### config.mk
export PLATFORM = sky130hd
export DESIGN_NAME = rca_nibble_serial_adder
export DESIGN_NICKNAME = d
export VERILOG_FILES = /design/src/rtl/rca_nibble_serial_adder.sv
export SDC_FILE = /design/constraint.sdc
export NUM_CORES = 1
export LEC_CHECK = 0
export ABC_AREA = 0
export BUFFER_PORTS_ARGS = -buffer_cell sky130_fd_sc_hd__buf_2
export CORE_MARGIN = 4
export CORE_UTILIZATION = 57
export DETAILED_ROUTE_END_ITERATION = 6
export GPL_ROUTABILITY_DRIVEN = 0
export PLACE_DENSITY_LB_ADDON = 0.2
export SLEW_MARGIN = 20
export SYNTH_ARGS = -nofsm -noshare
export SYNTH_HDL_FRONTEND = slang
export SYNTH_SLANG_ARGS = --single-unit
### constraint.sdc
create_clock -name CLK -period 4.7 [get_ports CLK]
set_input_delay 0.235 -clock CLK [delete_from_list [all_inputs] [get_ports CLK]]
set_output_delay 0.235 -clock CLK [all_outputs]
set_load 0.03 [all_outputs]
### src/rtl/rca_nibble_serial_adder.sv
// Purpose: WIDTH-bit adder that reuses one 4-bit ripple-carry slice, one nibble per cycle.
// Latency: OUT_VALID rises WIDTH/4 rising edges after the accept edge.
// Backpressure: the result is held in DONE until OUT_READY, and IN_READY stays low until then.
//
// Ports:
//   CLK, RST            clock and synchronous active-high reset
//   IN_VALID/IN_READY   operand handshake (A, B, CIN)
//   OUT_VALID/OUT_READY result handshake (SUM, COUT)
//   BUSY                high while nibbles are being added

// Combinational 4-bit ripple-carry slice.
module rca_4bit (
  input  logic [3:0] A,
  input  logic [3:0] B,
  input  logic       CIN,
  output logic [3:0] SUM,
  output logic       COUT
);
  always_comb begin
    logic [4:0] w_c;
    w_c    = '0;
    w_c[0] = CIN;
    SUM    = '0;
    for (int i = 0; i < 4; i++) begin
      SUM[i]   = A[i] ^ B[i] ^ w_c[i];
      w_c[i+1] = (A[i] & B[i]) | (w_c[i] & (A[i] ^ B[i]));
    end
    COUT = w_c[4];
  end
endmodule

module rca_nibble_serial_adder #(
  parameter int WIDTH = 16
) (
  input  logic             CLK,
  input  logic             RST,
  input  logic             IN_VALID,
  output logic             IN_READY,
  input  logic [WIDTH-1:0] A,
  input  logic [WIDTH-1:0] B,
  input  logic             CIN,
  output logic             OUT_VALID,
  input  logic             OUT_READY,
  output logic [WIDTH-1:0] SUM,
  output logic             COUT,
  output logic             BUSY
);

  generate
    if (WIDTH < 4 || (WIDTH % 4) != 0) begin : g_bad_width
      $error("rca_nibble_serial_adder: WIDTH must be a multiple of 4 and at least 4");
    end
  endgenerate

  localparam int NIB = WIDTH / 4;
  localparam int IW  = (NIB > 1) ? $clog2(NIB) : 1;

  typedef enum logic [1:0] {
    S_IDLE = 2'd0,
    S_ADD  = 2'd1,
    S_DONE = 2'd2
  } state_t;

  state_t           r_state;
  state_t           w_next;

  logic [WIDTH-1:0] r_a;
  logic [WIDTH-1:0] r_b;
  logic             r_carry;
  logic [IW-1:0]    r_idx;
  logic [WIDTH-1:0] r_sum;
  logic             r_cout;
  logic             r_out_vld;

  logic             w_accept;
  logic             w_last;
  logic [IW+1:0]    w_shamt;
  logic [3:0]       w_a_nib;
  logic [3:0]       w_b_nib;
  logic [3:0]       w_slice_sum;
  logic             w_slice_cout;

  assign IN_READY  = (r_state == S_IDLE) && !RST;
  assign BUSY      = (r_state == S_ADD);
  assign OUT_VALID = r_out_vld;
  assign SUM       = r_sum;
  assign COUT      = r_cout;

  assign w_accept = IN_VALID && IN_READY;
  assign w_last   = (r_idx == IW'(NIB - 1));
  // Bit offset of the current nibble: index * 4.
  assign w_shamt  = {r_idx, 2'b00};
  assign w_a_nib  = 4'(r_a >> w_shamt);
  assign w_b_nib  = 4'(r_b >> w_shamt);

  rca_4bit u_slice (
    .A    (w_a_nib),
    .B    (w_b_nib),
    .CIN  (r_carry),
    .SUM  (w_slice_sum),
    .COUT (w_slice_cout)
  );

  always_ff @(posedge CLK) begin
    if (RST) begin
      r_state <= S_IDLE;
    end else begin
      r_state <= w_next;
    end
  end

  always_comb begin
    w_next = r_state;
    case (r_state)
      S_IDLE:  if (w_accept) w_next = S_ADD;
      S_ADD:   if (w_last) w_next = S_DONE;
      S_DONE:  if (r_out_vld && OUT_READY) w_next = S_IDLE;
      default: w_next = S_IDLE;
    endcase
  end

  always_ff @(posedge CLK) begin
    if (RST) begin
      r_a       <= '0;
      r_b       <= '0;
      r_carry   <= 1'b0;
      r_idx     <= '0;
      r_sum     <= '0;
      r_cout    <= 1'b0;
      r_out_vld <= 1'b0;
    end else begin
      case (r_state)
        S_IDLE: begin
          if (w_accept) begin
            r_a     <= A;
            r_b     <= B;
            r_carry <= CIN;
            r_idx   <= '0;
          end
        end
        S_ADD: begin
          // Replace only the nibble being processed; others keep earlier results.
          r_sum   <= (r_sum & ~(WIDTH'(4'hF) << w_shamt)) |
                     (WIDTH'(w_slice_sum) << w_shamt);
          r_carry <= w_slice_cout;
          r_idx   <= r_idx + IW'(1);
          if (w_last) begin
            r_cout    <= w_slice_cout;
            r_out_vld <= 1'b1;
          end
        end
        S_DONE: begin
          if (OUT_READY) r_out_vld <= 1'b0;
        end
        default: ;
      endcase
    end
  end

endmodule

**Yosys cells after proc, flatten, opt, wreduce, memory -nomap -nowiden**

Cells that the tools add are included.

- Bits in registers: 55
- Output and inout port bits: 20

- $add $sub $neg: 1
- Eq/ne operators: 7
- Shift-type cells: 4
- Multiplexer cells: 11
- Bitwise gates (word level): 23
- Reduce and logical (&&, ||, !) cells: 12

Operators with widths:

| kind | number |
|---|---|
| right shift 16 x 4 -> 4 bit | 2 |
| AND 16 bit | 1 |
| inverter 16 bit | 1 |
| OR 16 bit | 1 |
| left shift 4 x 4 -> 16 bit | 1 |
| left shift 4 x 4 -> 16 bit, first input constant | 1 |
| AND 1 bit | 8 |
| two-way mux 2 bit | 4 |
| XOR 1 bit | 8 |
| != test 2 bit, second input constant | 3 |
| one-hot mux 2 bit (3 select lines) | 1 |
| AND reduction 2 bit | 3 |
| AND reduction 3 bit | 2 |
| equality test 2 bit, second input constant | 2 |
| OR 1 bit | 4 |
| one-hot mux 1 bit (2 select lines) | 2 |
| one-hot mux 2 bit (2 select lines) | 1 |
| nonzero test 2 bit | 2 |
| logical AND 1 bit | 3 |
| two-way mux 1 bit | 3 |
| adder 2 x 1 -> 2 bit, second input constant | 1 |
| equality test 2 x 1 -> 1 bit, second input constant | 1 |
| logical NOT 2 bit | 1 |
| != test 2 x 1 -> 1 bit, second input constant | 1 |
| logical NOT 1 bit | 1 |

**Logic depth before layout (Yosys ltp)**

- Depth after elaboration: 11
- Gate-level depth with buffers: 10

**Hierarchy**

A second synthesis with hierarchy kept.

- Cell total of the unflattened synthesis: 264
- Area total of the unflattened synthesis: 2,378.5 sq um

By module, submodules not included:

| module | instances | cells an instance | area each (sq um) |
|---|---|---|---|
| rca_nibble_serial_adder | 1 | 250 | 2,260.9 |
| rca_4bit | 1 | 14 | 117.6 |

**Worst setup path before layout**

No wires, ideal clock.

- Kind: flip-flop to flip-flop
- From: register r_idx[0]
- To: register r_sum[11] (netlist: SUM[11])
- Setup time: 128 ps
- Arrival time: 2,586 ps
- Data required time: 4,572 ps
- Setup slack: 1,986 ps
- Stages on the path, launching flop included: 11
- Buffers on the path: 1
- Clock period less this slack: 2,714 ps
- Path through: dfxtp_1 > buf_2 > mux4_2 > inv_1 > fa_1 > fa_1 > inv_1 > fa_1 > fa_1 > a22oi_1 > nor2_1

- Longest elaborated chain between the ends: 11
- Elaborated cells between the ends (all ways): 21
- Classes of those cells: shift: 4; bitwise: 17

Ends and longest elaborated chain:

| element | line | text |
|---|---|---|
| start, declared | 70 | `logic [IW-1:0] r_idx;` |
| start signal, assigned | 146 | `r_idx <= r_idx + IW'(1);` |
| right shift 16 x 4 -> 4 bit (on tied branches) | 93, 94 |  |
| XOR 1 bit | 26 | `w_c[i+1] = (A[i] & B[i]) \| (w_c[i] & (A[i] ^ B[i]));` |
| AND 1 bit | 26 |  |
| OR 1 bit | 26 |  |
| AND 1 bit | 26 |  |
| OR 1 bit | 26 |  |
| AND 1 bit | 26 |  |
| OR 1 bit | 26 |  |
| XOR 1 bit | 25 | `SUM[i] = A[i] ^ B[i] ^ w_c[i];` |
| left shift 4 x 4 -> 16 bit | 144 | `(WIDTH'(w_slice_sum) << w_shamt);` |
| OR 16 bit (*) | 143 | `r_sum <= (r_sum & ~(WIDTH'(4'hF) << w_shamt)) \|` |
| end signal, assigned | 143 |  |
| end, declared | 71 | `logic [WIDTH-1:0] r_sum;` |

Every way passes the cells marked *; elsewhere a longest branch is shown, timed or not.
A chain may end at the register's enable or synchronous reset.

**Worst setup path in the final report**

- From: register r_idx[0]
- To: register r_sum[7] (netlist: SUM[7])

The elaborated chain is that of the path after synthesis.

==> flow_summary.yaml <==
status:
  status: "finished clean"
synthesis:
  synth_top_area_share_pct: 46.6
  syn_avg_cell_area_um2: 9.26
  synth_area_leaders: "dfxtp_1 (47%), nand2_1 (11%), a21oi_1 (7.8%), mux4_2 (7.6%), a32o_1 (3.4%)"
  ys_warn_count: 0
  ys_types: 28
  synth_top_area_cell: "dfxtp_1"
  mappedNetlistArea_um2: 2360
  synthesis.nets: 300
  ys_seq_area_share_pct: 46.6
  postSynthCellCount: 255
  ys_ff_latch: 55
job:
  maxCapViolCount: 0
floorplan:
  rows: 23
  pin_count: 57
  start_util_pct: 59.1
  core_um2: 4000
  die_h_um: 72.4
  dieArea_um2: 5240
  die_x_um: 72.4
cts:
  numCtsBuffers: 5
  cts_tree: "done"
  clk_latency_ps: 300
  h-tree-depth: 2
  clkTransAtPathRegs_ps: 100
  clk_path_buf_depth: 2
  cts-resized-gates: 0
  cts_hold_buffers: 0
  clock-root-buffer: "clkbuf_8"
  clock-sinks: 55
  post-cts-setup-buffer-count: 0
critical_path:
  start_kind: "flip-flop"
  reg2reg_from: "r_idx[0]"
  crit_arrival_ps: 3330
  critPathMaxFanout: 16
  cp.required_ps: 4890
  crit_path_end_kind: "flip-flop"
  setup.worst_path.start: "r_idx[0]"
  crit_type: "flip-flop to flip-flop"
global_route:
  grt_max_degree: 53
  grt_use_total_pct: 19.5
  grt_pass1_wl_um: 8200
  grt_pass1_vias: 1795
  grt-ovfl-total: 0
  antenna_found_initial: 0
timing:
  slew_viol_final: 0
  relSlewSlack_pct: 52.7
  rsz0062_at_grt: "false"
  tightest_slew_ps: 700
  clock.fmax_ghz: 0.318
  tns_ps: 0
  finalCritPeriodShare_pct: 66.9
  hold_violations: 0
  min_period_ps: 3150
  skew_ps: 9.21
  setup_viol_count_final: 0
detailed_routing:
  num_vias: 1933
  firstDrtPassIters: 4
  viasPerCell: 5.45
  routed_wl_um: 4760
  route.detailed.drc: 0
  routedWlPerCell_um: 13.4
  drtIter0Drc: 103
  detail-route-antenna-nets: 0
place:
  port_buffers: 56
  dp_hpwl_um: 3420
hold_path:
  hp-class: "primary input to flip-flop"
  worstHoldStart: "B[11]"
finish:
  fin_nets: 349
  antenna_cells: 0
  final_common_cell: "nand2_1"
  drive_gt1_share_pct: 25.6
  layout_common_cells: "nand2_1 (70), buf_2 (56), dfxtp_1 (55)"
  syn_to_final_growth_pct: 15.6
power:
  power.density_nw_per_um2: 314
  p_leak_uw: 0.00109
  ir_drop_mv: 0.223
  power_uw: 858
## state kept, by name, summed over array words and instances, names as in the netlist
signal and cells:
r_carry 1, OUT_VALID 1, SUM 16, r_state 2, r_b 16, r_a 16
r_idx 2, COUT 1
## per-stage QoR
| stage | setup WS (ps) | hold slack (ps) | utilization (%) | cell area (µm²) | cells |
|---|---|---|---|---|---|
| 2_1_floorplan | 1990 | 371 | - | 2360 | 255 |
| 3_3_place_gp | 1680 | 444 | 65.7 | 2630 | 346 |
| 4_1_cts | 1540 | 149 | 68.3 | 2730 | 355 |
| 5_1_grt | 1320 | 151 | 68.3 | 2730 | 355 |
| 6_report | 1550 | 157 | 68.3 | 2730 | 355 |
| 3_5_place_dp | 1560 | 446 | 66.1 | 2640 | 347 |
## cells in the mapped netlist (all sizes together)
| cell | instances |
|---|---|
| and4bb | 2 |
| mux2i | 1 |
| a311oi | 1 |
| and4b | 1 |
| fa | 4 |
| o21ai | 2 |
| dfxtp | 55 |
| ha | 4 |
| nor2b | 1 |
| nor4b | 2 |
| nand2b | 1 |
| inv | 10 |
| clkbuf | 7 |
| mux4 | 8 |
| clkinv | 1 |
| a22oi | 8 |
| nand2 | 70 |
| a32o | 8 |
| or4b | 1 |
| nor2 | 11 |
| buf | 10 |
| nand3b | 5 |
| nor3 | 2 |
| nand3 | 3 |
| a21oi | 37 |
## report_power, final
part	total (µW)	leakage (µW)	internal, µW	switching [µW]
sequential	499	0.000447	483	16.6
clock	258	0.0000418	107	151
combinational	101	0.000600	43.7	57.3
total	858	0.00109	634	225
## logic make-up (layout without fill, tap and decap cells)
kind of cell	Yosys count	count (layout)	share of synthesized area [%]
buffers and inverters	28	78	6.04
multiplexers	9	9	8.05
AO/OA/AOI/OAI	56	56	14.8
adder cells (fa/ha/maj)	8	8	5.51
flip-flops	55	55	46.6
AND/OR/NAND/NOR	99	99	19.0
## per-layer routing
metal	global-route usage, %	share of wire (%)
met5	0	0
met4	5.94	1.1
met3	4.43	5.6
met2	30.6	48
met1	26.8	45
## layout make-up
type	instances	area [µm²]
timing repair buffer	59	310
clock buffer	6	72.6
multi-input combinational	172	1130
tap	50	62.6
sequential	55	1100
inverter	11	41.3
clock inverter	2	16.3
fill	335	1270
## worst max-delay path, cell delays in order (launching register included)
cell	delay [ps]
dfxtp_1	800
mux4_2	590
inv_1	80
fa_1	170
fa_1	160
inv_1	50
fa_1	390
fa_1	530
a22oi_1	200
nor2_1	50
## final timing paths
kind / endpoint / slack, ps / depth (start not counted)
worst max register to register: SUM[7] / 1550 / 9
worst min register to register: r_a[7] / 460 / 2
worst max-delay path: SUM[7] / 1550 / 9
worst min-delay path: r_b[11] / 160 / 3
Note: power is estimated with default switching activity, not from simulation.
